===== src/rtl/rvfi_imem_track_check_if.sv =====
// Retire-bus bundle carrying the RVFI signals the instruction-memory tracker
// needs. The harness side drives it (master); the checker observes it (slave).
interface rvfi_imem_track_check_if #(
   parameter int XLEN = 32,
   parameter int ILEN = 32,
   parameter int NRET = 1
);
   logic [NRET-1:0]        rvfi_valid;
   logic [NRET*XLEN-1:0]   rvfi_pc_rdata;
   logic [NRET*ILEN-1:0]   rvfi_insn;
   logic [NRET*XLEN-1:0]   rvfi_mem_addr;
   logic [NRET*XLEN/8-1:0] rvfi_mem_wmask;
   logic [NRET*XLEN-1:0]   rvfi_mem_wdata;

   modport master (
      output rvfi_valid, rvfi_pc_rdata, rvfi_insn,
             rvfi_mem_addr, rvfi_mem_wmask, rvfi_mem_wdata
   );

   modport slave (
      input rvfi_valid, rvfi_pc_rdata, rvfi_insn,
            rvfi_mem_addr, rvfi_mem_wmask, rvfi_mem_wdata
   );
endinterface


===== src/rtl/rvfi_imem_track_check.sv =====
// Instruction-memory consistency checker for NSLOT tracked halfwords.
// Every retired fetch covering a tracked halfword is compared against the
// slot's expected value. Stores to a tracked halfword park the merged data
// in a shadow copy that only becomes the expected value after fence.i.
// The tracked addresses (and, without learning, the expected data) are
// constants; a formal harness binds them to solver-chosen values.
module rvfi_imem_track_check #(
   parameter int XLEN      = 32,
   parameter int ILEN      = 32,
   parameter int NRET      = 1,
   parameter int NSLOT     = 2,
   parameter int LEARN     = 1,
   parameter int ASSERT_EN = 1,
   parameter logic [NSLOT*XLEN-1:0] SLOT_ADDR = '0,
   parameter logic [NSLOT*16-1:0]   SLOT_DATA = '0
) (
   input  logic                    clock,
   input  logic                    reset,
   input  logic                    enable,
   rvfi_imem_track_check_if.slave  rvfi,
   output logic [NSLOT*XLEN-1:0]   slot_addr,
   output logic [NSLOT*16-1:0]     slot_data,
   output logic [NSLOT*2-1:0]      slot_state,
   output logic                    err,
   output logic [NSLOT-1:0]        err_slot
);

   typedef enum logic [1:0] {
      S_EMPTY   = 2'd0,
      S_VALID   = 2'd1,
      S_PENDING = 2'd2
   } slotState_t;

   // 64-bit harts use Sv39 canonical addresses; 32-bit harts accept any address.
   localparam int VA_BITS = (XLEN == 64) ? 39 : XLEN;

   slotState_t       r_state  [NSLOT];
   logic [15:0]      r_data   [NSLOT];
   logic [15:0]      r_shadow [NSLOT];
   logic             r_err;
   logic [NSLOT-1:0] r_errSlot;

   slotState_t       w_state    [NSLOT];
   logic [15:0]      w_data     [NSLOT];
   logic [15:0]      w_shadow   [NSLOT];
   logic [NSLOT-1:0] w_errHit;
   logic [XLEN-1:0]  w_slotAddr [NSLOT];

   // An address is usable when the bits above the virtual range are a sign extension.
   function automatic logic rvfiAddrValid(input logic [XLEN-1:0] addr);
      logic [XLEN-1:0] top;
      top = addr >> (VA_BITS - 1);
      return (top == '0) || (top == ({XLEN{1'b1}} >> (VA_BITS - 1)));
   endfunction

   // Tracked addresses are halfword aligned, so bit 0 is always dropped.
   for (genvar s = 0; s < NSLOT; s++) begin : g_slot
      assign w_slotAddr[s]              = {SLOT_ADDR[s*XLEN+1 +: XLEN-1], 1'b0};
      assign slot_addr[s*XLEN +: XLEN]  = w_slotAddr[s];
      assign slot_data[s*16 +: 16]      = r_data[s];
      assign slot_state[s*2 +: 2]       = r_state[s];
   end

   assign err      = r_err;
   assign err_slot = r_errSlot;

   // Walk the retire channels in order so a later channel sees the slot
   // updates of an earlier one; each channel does fetch check, store, fence.i.
   always_comb begin : p_next
      logic [XLEN-1:0]   pc;
      logic [XLEN-1:0]   pcHi;
      logic [XLEN-1:0]   memAddr;
      logic [XLEN-1:0]   byteAddr;
      logic [XLEN-1:0]   wdata;
      logic [XLEN/8-1:0] wmask;
      logic [ILEN-1:0]   insn;
      logic [15:0]       fetchHw;
      logic [15:0]       merged;
      logic              fetchHit;
      logic              storeHit;

      w_state  = r_state;
      w_data   = r_data;
      w_shadow = r_shadow;
      w_errHit = '0;
      pc       = '0;
      pcHi     = '0;
      memAddr  = '0;
      byteAddr = '0;
      wdata    = '0;
      wmask    = '0;
      insn     = '0;
      fetchHw  = '0;
      merged   = '0;
      fetchHit = 1'b0;
      storeHit = 1'b0;

      if (enable) begin
         for (int c = 0; c < NRET; c++) begin
            if (rvfi.rvfi_valid[c]) begin
               pc      = rvfi.rvfi_pc_rdata[c*XLEN +: XLEN];
               pcHi    = pc + XLEN'(2);
               insn    = rvfi.rvfi_insn[c*ILEN +: ILEN];
               memAddr = rvfi.rvfi_mem_addr[c*XLEN +: XLEN];
               wmask   = rvfi.rvfi_mem_wmask[c*(XLEN/8) +: XLEN/8];
               wdata   = rvfi.rvfi_mem_wdata[c*XLEN +: XLEN];

               for (int s = 0; s < NSLOT; s++) begin
                  fetchHit = 1'b0;
                  fetchHw  = '0;
                  if (rvfiAddrValid(pc) && (pc == w_slotAddr[s])) begin
                     fetchHit = 1'b1;
                     fetchHw  = insn[15:0];
                  end else if ((insn[1:0] == 2'b11) && rvfiAddrValid(pcHi) &&
                               (pcHi == w_slotAddr[s])) begin
                     fetchHit = 1'b1;
                     fetchHw  = insn[31:16];
                  end
                  if (fetchHit) begin
                     case (w_state[s])
                        S_VALID: begin
                           if (fetchHw != w_data[s]) begin
                              w_errHit[s] = 1'b1;
                           end
                        end
                        S_EMPTY: begin
                           if (LEARN != 0) begin
                              w_data[s]  = fetchHw;
                              w_state[s] = S_VALID;
                           end
                        end
                        default: begin
                        end
                     endcase
                  end
               end

               for (int s = 0; s < NSLOT; s++) begin
                  storeHit = 1'b0;
                  merged   = (w_state[s] == S_VALID) ? w_data[s] : w_shadow[s];
                  for (int k = 0; k < XLEN/8; k++) begin
                     byteAddr = memAddr + XLEN'(k);
                     if (wmask[k] && (byteAddr == w_slotAddr[s])) begin
                        storeHit     = 1'b1;
                        merged[7:0]  = wdata[k*8 +: 8];
                     end
                     if (wmask[k] && (byteAddr == w_slotAddr[s] + XLEN'(1))) begin
                        storeHit     = 1'b1;
                        merged[15:8] = wdata[k*8 +: 8];
                     end
                  end
                  if (storeHit && (w_state[s] != S_EMPTY)) begin
                     w_shadow[s] = merged;
                     w_state[s]  = S_PENDING;
                  end
               end

               if ((insn[6:0] == 7'b0001111) && (insn[14:12] == 3'b001)) begin
                  for (int s = 0; s < NSLOT; s++) begin
                     if (w_state[s] == S_PENDING) begin
                        w_state[s] = S_VALID;
                        w_data[s]  = w_shadow[s];
                     end
                  end
               end
            end
         end
      end
   end

   // Register slot contents and accumulate the sticky error flags.
   always_ff @(posedge clock) begin
      if (reset) begin
         for (int s = 0; s < NSLOT; s++) begin
            r_state[s]  <= (LEARN != 0) ? S_EMPTY : S_VALID;
            r_data[s]   <= (LEARN != 0) ? 16'h0000 : SLOT_DATA[s*16 +: 16];
            r_shadow[s] <= '0;
         end
         r_err     <= 1'b0;
         r_errSlot <= '0;
      end else begin
         r_state   <= w_state;
         r_data    <= w_data;
         r_shadow  <= w_shadow;
         r_errSlot <= r_errSlot | w_errHit;
         r_err     <= r_err | (|w_errHit);
      end
   end

   if (ASSERT_EN != 0) begin : g_assert
      // Flag any fetch mismatch immediately, ignoring cycles held in reset.
      always_ff @(posedge clock) begin
         if (!reset) begin
            assert (w_errHit == '0);
         end
      end
   end

endmodule


===== src/flat_wrapper.sv =====
// flat-port wrapper written by rule: the top's interface ports become plain ports
module rvfi_imem_track_check_flat 
#(
   parameter int XLEN      = 32,
   parameter int ILEN      = 32,
   parameter int NRET      = 1,
   parameter int NSLOT     = 2,
   parameter int LEARN     = 1,
   parameter int ASSERT_EN = 1,
   parameter logic [NSLOT*XLEN-1:0] SLOT_ADDR = '0,
   parameter logic [NSLOT*16-1:0]   SLOT_DATA = '0
)
  (clock, reset, enable, slot_addr, slot_data, slot_state, err, err_slot, rvfi_rvfi_valid, rvfi_rvfi_pc_rdata, rvfi_rvfi_insn, rvfi_rvfi_mem_addr, rvfi_rvfi_mem_wmask, rvfi_rvfi_mem_wdata);
  rvfi_imem_track_check_if #(.XLEN(XLEN), .ILEN(ILEN), .NRET(NRET)) rvfi_i ();
  input  logic clock;
  input  logic reset;
  input  logic enable;
  output logic [NSLOT*XLEN-1:0] slot_addr;
  output logic [NSLOT*16-1:0] slot_data;
  output logic [NSLOT*2-1:0] slot_state;
  output logic err;
  output logic [NSLOT-1:0] err_slot;
  input wire logic [$bits(rvfi_i.rvfi_valid)-1:0] rvfi_rvfi_valid;
  input wire logic [$bits(rvfi_i.rvfi_pc_rdata)-1:0] rvfi_rvfi_pc_rdata;
  input wire logic [$bits(rvfi_i.rvfi_insn)-1:0] rvfi_rvfi_insn;
  input wire logic [$bits(rvfi_i.rvfi_mem_addr)-1:0] rvfi_rvfi_mem_addr;
  input wire logic [$bits(rvfi_i.rvfi_mem_wmask)-1:0] rvfi_rvfi_mem_wmask;
  input wire logic [$bits(rvfi_i.rvfi_mem_wdata)-1:0] rvfi_rvfi_mem_wdata;
  assign rvfi_i.rvfi_valid = rvfi_rvfi_valid;
  assign rvfi_i.rvfi_pc_rdata = rvfi_rvfi_pc_rdata;
  assign rvfi_i.rvfi_insn = rvfi_rvfi_insn;
  assign rvfi_i.rvfi_mem_addr = rvfi_rvfi_mem_addr;
  assign rvfi_i.rvfi_mem_wmask = rvfi_rvfi_mem_wmask;
  assign rvfi_i.rvfi_mem_wdata = rvfi_rvfi_mem_wdata;
  rvfi_imem_track_check #(.XLEN(XLEN), .ILEN(ILEN), .NRET(NRET), .NSLOT(NSLOT), .LEARN(LEARN), .ASSERT_EN(ASSERT_EN), .SLOT_ADDR(SLOT_ADDR), .SLOT_DATA(SLOT_DATA)) u_core (.clock(clock), .reset(reset), .enable(enable), .rvfi(rvfi_i), .slot_addr(slot_addr), .slot_data(slot_data), .slot_state(slot_state), .err(err), .err_slot(err_slot));
endmodule

===== config.mk =====
export PLATFORM = sky130hd
export DESIGN_NAME = rvfi_imem_track_check_flat
export DESIGN_NICKNAME = d
export VERILOG_FILES = /design/src/rtl/rvfi_imem_track_check_if.sv /design/src/rtl/rvfi_imem_track_check.sv /design/src/flat_wrapper.sv
export SDC_FILE = /design/constraint.sdc
export NUM_CORES = 1
export LEC_CHECK = 0
export CAP_MARGIN = 20
export CORE_MARGIN = 8
export CORE_UTILIZATION = 45
export CTS_CLUSTER_SIZE = 14
export DETAILED_ROUTE_END_ITERATION = 10
export DONT_BUFFER_PORTS = 1
export PLACE_DENSITY = 0.66
export SLEW_MARGIN = 20
export SYNTH_ARGS = -nofsm -noshare
export SYNTH_HDL_FRONTEND = slang
export SYNTH_SLANG_ARGS = --single-unit

===== constraint.sdc =====
create_clock -name clock -period 9.5 [get_ports clock]
set_clock_uncertainty 0.15 [all_clocks]
set_input_delay 0.95 -clock clock [delete_from_list [all_inputs] [get_ports clock]]
set_output_delay 0.95 -clock clock [all_outputs]
set_load 0.05 [all_outputs]

=== Yosys cells after proc, flatten, opt, wreduce, memory -nomap -nowiden ===
Cells that the tools add are included.

* $add $sub $neg: 4
* Equal/unequal tests: 15
* Mux-type cells: 70
* Bitwise operators: 2
* Reductions and logical operators: 30

{| class="wikitable"
|+ Operators by type and width
! kind !! count
|-
| $logic_not 32->1 || 8
|-
| $mux 16 || 14
|-
| $eq 32x1->1 const B || 4
|-
| $mux 8 || 16
|-
| $add 32x2->32 const B || 3
|-
| $mux 2 || 18
|-
| $add 32x1->32 const B || 1
|-
| $mux 32 || 1
|-
| $ne 16x16->1 || 2
|-
| $mux 1 || 20
|-
| $logic_and 1x1->1 || 14
|-
| $eq 2x1->1 const B || 4
|-
| $eq 7x4->1 const B || 1
|-
| $eq 2x2->1 const B || 3
|-
| $logic_not 2->1 || 2
|-
| $mux 4 || 1
|-
| $reduce_bool 2->1 || 2
|-
| $eq 3x1->1 const B || 1
|-
| $logic_or 1x1->1 || 2
|-
| $or 2x2->2 || 1
|-
| $reduce_and 2->1 || 1
|-
| $reduce_or 2->1 || 1
|-
| $or 1x1->1 || 1
|}

* Register bits: 71
* Input bits: 136
* Output and inout port bits: 103
* Word-level logic and storage cells: 129

=== Logic depth before layout (Yosys ltp) ===
* Depth after elaboration: 21
* Depth in mapped cells: 17
* Gate-level depth less buffers: 14

=== Least setup slack after synthesis ===
No wires, ideal clock.

* Path type: input-to-reg
* Start point: input rvfi_rvfi_mem_addr[8]
* End point: register u_core.r_data, in the netlist u_core.slot_data[15]
* Setup time: 0.127 ns
* Data arrival time: 4.617 ns
* Required time: 9.223 ns
* Slack: 4.606 ns
* Stages: 13
* Path buffers: 1
* Cell sequence: buf_2 nand4_1 or4_1 xor2_1 or4b_2 or3_1 nor4_2 nor4_1 a22oi_2 o21ai_2 a21oi_1 nor3_1 or3_1

* Cells in the longest elaborated chain, start to end: 19
* Elaborated cells between the ends (all ways): 41
* Those cells by class: 3 x add/sub; 5 x eq/ne; 20 x mux; 13 x reduce/logical

{| class="wikitable"
|+ RTL lines
! item !! RTL line !! RTL
|-
| start, declared || flat_wrapper.sv:26 || <nowiki>input wire logic [$bits(rvfi_i.rvfi_mem_addr)-1:0] rvfi_rvfi_mem_addr;</nowiki>
|-
| branches (longest 17 deep; another with $add 32x1->32) || - ||
|-
| $mux 16 (*) || rvfi_imem_track_check.sv:160 || <nowiki>if (w_state[s] == S_PENDING) begin</nowiki>
|-
| $mux 32 (*) || rvfi_imem_track_check.sv:158 || <nowiki>if ((insn[6:0] == 7'b0001111) && (insn[14:12] == 3'b001)) begin</nowiki>
|-
| end signal, assigned by index || rvfi_imem_track_check.sv:176 || <nowiki>r_data[s] <= (LEARN != 0) ? 16'h0000 : SLOT_DATA[s*16 +: 16];</nowiki>
|-
| end signal, assigned || rvfi_imem_track_check.sv:183 || <nowiki>r_data <= w_data;</nowiki>
|-
| end, declared || rvfi_imem_track_check.sv:38 || <nowiki>logic [15:0] r_data [NSLOT];</nowiki>
|}

Every way passes the cells marked *. The select of a mux whose other input is x is not followed.
A chain may end at the register's enable or synchronous reset.

=== Worst setup path after layout ===
* Start point: input rvfi_rvfi_mem_addr[1]
* End point: register u_core.r_data, in the netlist u_core.slot_data[15]

The elaborated chain is that of the path after synthesis.

==> impl_metrics.env <==
export IMPL_tightest_slew_ns=1.11
export IMPL_die_h_um=166
export IMPL_slew_headroom=0.256
export IMPL_post_cts_resized=0
export IMPL_vias=12800
export IMPL_nets=1585
export IMPL_dr_wl_met3_um=8070
export IMPL_ys_flop_type="dfxtp_1"
export IMPL_clock_latency_ns=0.34
export IMPL_hold_class="reg -> reg"
export IMPL_met1Wirelength_um=17300
export IMPL_h_tree_depth=3
export IMPL_worst_ep_arrival_time_ns=5.84
export IMPL_hold_viol_final=0
export IMPL_rows=54
export IMPL_wl_per_cell_um=27.1
export IMPL_cts_buffers=9
export IMPL_vias_per_cell=7.39
export IMPL_cts_hold_buffers=0
export IMPL_fin_util=0.468
export IMPL_whs_ns=0.317
export IMPL_dieArea_um2=27400
export IMPL_critPathMaxFanout=16
export IMPL_p_per_area_nw_per_um2=81.9
export IMPL_ys_ff_latch=71
export IMPL_wl_um=47000
export IMPL_synthCells=1513
export IMPL_grt_use_total=0.321
export IMPL_status="finished clean"
export IMPL_fmax_mhz=173
export IMPL_placedCellCount=1714
export IMPL_worstSetupPathType="in -> reg"
export IMPL_antenna_found_initial=0
export IMPL_drc=0
export IMPL_crit_required_ns=9.57
export IMPL_drtAntennaViolNets=0
export IMPL_seq_area_frac_synth=0.141
export IMPL_top_layer_used="met4"
export IMPL_finalCritPeriodShare=0.608
export IMPL_cts_setup_buffers=0
export IMPL_io_pins=239
export IMPL_drive_above_1_share=0.0606
export IMPL_leakagePower_uw=0.00351
export IMPL_path_clk_slew_ns=0.06
export IMPL_grt_first_pass_wirelength_um=71800
export IMPL_min_period_ns=5.77
export IMPL_avgSynthCellArea_um2=6.66
export IMPL_synth_edf_count=0
export IMPL_finalPower_uw=839
export IMPL_synth_largest_area_cell="dfxtp_1"
export IMPL_drt_pass1_iter_count=6
export IMPL_cts_root_buf="clkbuf_16"
export IMPL_tns_ns=0
export IMPL_grt_pass1_vias=11600
export IMPL_cp_end_kind="flop"
export IMPL_final_max_slew_viol_count=0
export IMPL_dpl_hpwl_um=36800
export IMPL_grt_start_max_net_pins=44
export IMPL_place_gp_congestion=1.06
export IMPL_setup_viol=0
export IMPL_synthTopCellsByArea="dfxtp_1 14%, nand2_1 7.3%, buf_4 5.1%, nor2_1 3.9%, a21oi_1 3.9%"
export IMPL_wl_met2_um=19600
export IMPL_drv_cap=0
export IMPL_tritoncts="built"
export IMPL_synth_area_um2=10100
export IMPL_core_area_um2=21900
export IMPL_overflow=0
export IMPL_synth_cell_types=90
export IMPL_rsz0062_at_grt="false"
export IMPL_port_buffers=0
export IMPL_max_vdd_ir_drop_mv=0.0975
export IMPL_async_flop_share=0
export IMPL_stdcell_count=1731
export IMPL_ys_warn_count=0
export IMPL_start_kind="input port"
export IMPL_antenna_cells=0
export IMPL_initial_core_util=0.460
export IMPL_syn_to_final_growth_pct=1.68
export IMPL_numClockSinks=71
export IMPL_drt_iter0_markers=2323
export IMPL_synth_top_cell_area_share=0.141
export IMPL_cts_buffer_depth=2
export IMPL_die_w_um=166
[cell type report]
cell class                      instances  area, um2
Clock buffer                            9        225
Tap cell                              280        350
Inverter                               59        221
Clock inverter                          7       87.6
Multi-Input combinational cell       1284       7780
Sequential cell                        71       1420
Fill cell                            2263      11600
Timing Repair Buffer                   21        158
[per-layer routing]
| layer | vias up | global-route usage |
|---|---|---|
| li1 | 5586 | - |
| met1 | 5889 | 0.404 |
| met2 | 1148 | 0.476 |
| met3 | 168 | 0.134 |
| met4 | 0 | 0.124 |
| met5 | - | 0 |
[cell usage after synthesis, types with 13 or more instances]
library cell    n
o2111ai_1      13
clkbuf_1       62
buf_4          68
or4_1          21
a211oi_1       33
and3_1         14
dfxtp_1        71
nand3_1        74
nand2b_1       13
buf_2          28
nor2_1        106
nor4_1         51
nand4_1        51
and2_1         14
a21oi_1        79
a22o_1         13
o21ai_0        72
xor2_1         21
a22oi_1        28
a221o_1        14
a31oi_1        27
o211ai_1       22
nand2_1       196
o22ai_1        23
and4_1         16
or3_1          19
nor3_1         57
inv_1          56
a221oi_1       15
xnor2_1        13
[cells in the final DEF, fill, tap and decap left out, types with 22 or more instances in the layout]
cell type and instances:
nor4_1 50, dfxtp_1 71, o21ai_0 72, inv_1 56, a31oi_1 27, o211ai_1 22
a211oi_1 33, a21oi_1 79, nor3_1 57, nand3_1 74, conb_1 64, a22oi_1 28
nor2_1 106, nand4_1 51, nand2_1 196, o22ai_1 23
[critical path: stages]
cell       delay, ns
ha_1            0.44
nand3_1         0.36
nor3_1          0.66
o2111a_1        0.32
a2bb2oi_1       0.24
nand4_1         0.22
or4_1           0.59
a21oi_2         0.29
a2111oi_4       0.17
a21oi_1         0.89
mux2i_1         0.29
nor3_1          0.07
or3_1           0.36
[path summary, 6_finish.rpt]
check / from / endpoint / slack (ns) / cells past startpoint
worst max-delay path: rvfi_rvfi_mem_addr[1] / u_core.slot_data[15] / 3.73 / 13
worst min-delay path: u_core.r_shadow[5] / u_core.r_shadow[5] / 0.32 / 2
worst max register to register: u_core.slot_state[3] / u_core.r_shadow[7] / 5.59 / 6
worst min register to register: u_core.r_shadow[5] / u_core.r_shadow[5] / 0.32 / 2
[power breakdown]
part           internal, uW  switching (uW)  total [uW]
Combinational          39.9             122         162
Clock                   228             137         365
Sequential              300            12.7         312
[state kept, by name (all words and copies together) (netlist names)]
signal and cells:
u_core.err_slot 2, u_core.slot_state 4, u_core.slot_data 32, u_core.r_shadow 32, u_core.err 1
[metrics by stage]
stage | setup WS (ns) | instance area, um2
6_report | 3.73 | 10200
5_1_grt | 3.42 | 10200
4_1_cts | 3.86 | 10200
3_5_place_dp | 3.50 | 9930
3_3_place_gp | 3.72 | 9930
2_1_floorplan | 4.61 | 10300
[logic make-up after synthesis]
group	after synthesis	share of synthesized area
other	1	0.000372
AOI/OAI and AO/OA	480	0.341
muxes	15	0.0153
DFF	71	0.141
and+or+nand+nor	688	0.357
xor gates and xnor gates	34	0.0296
buffers and inverters	221	0.111
adders and majority gates	3	0.00373
(Power assumes the default switching activity.)
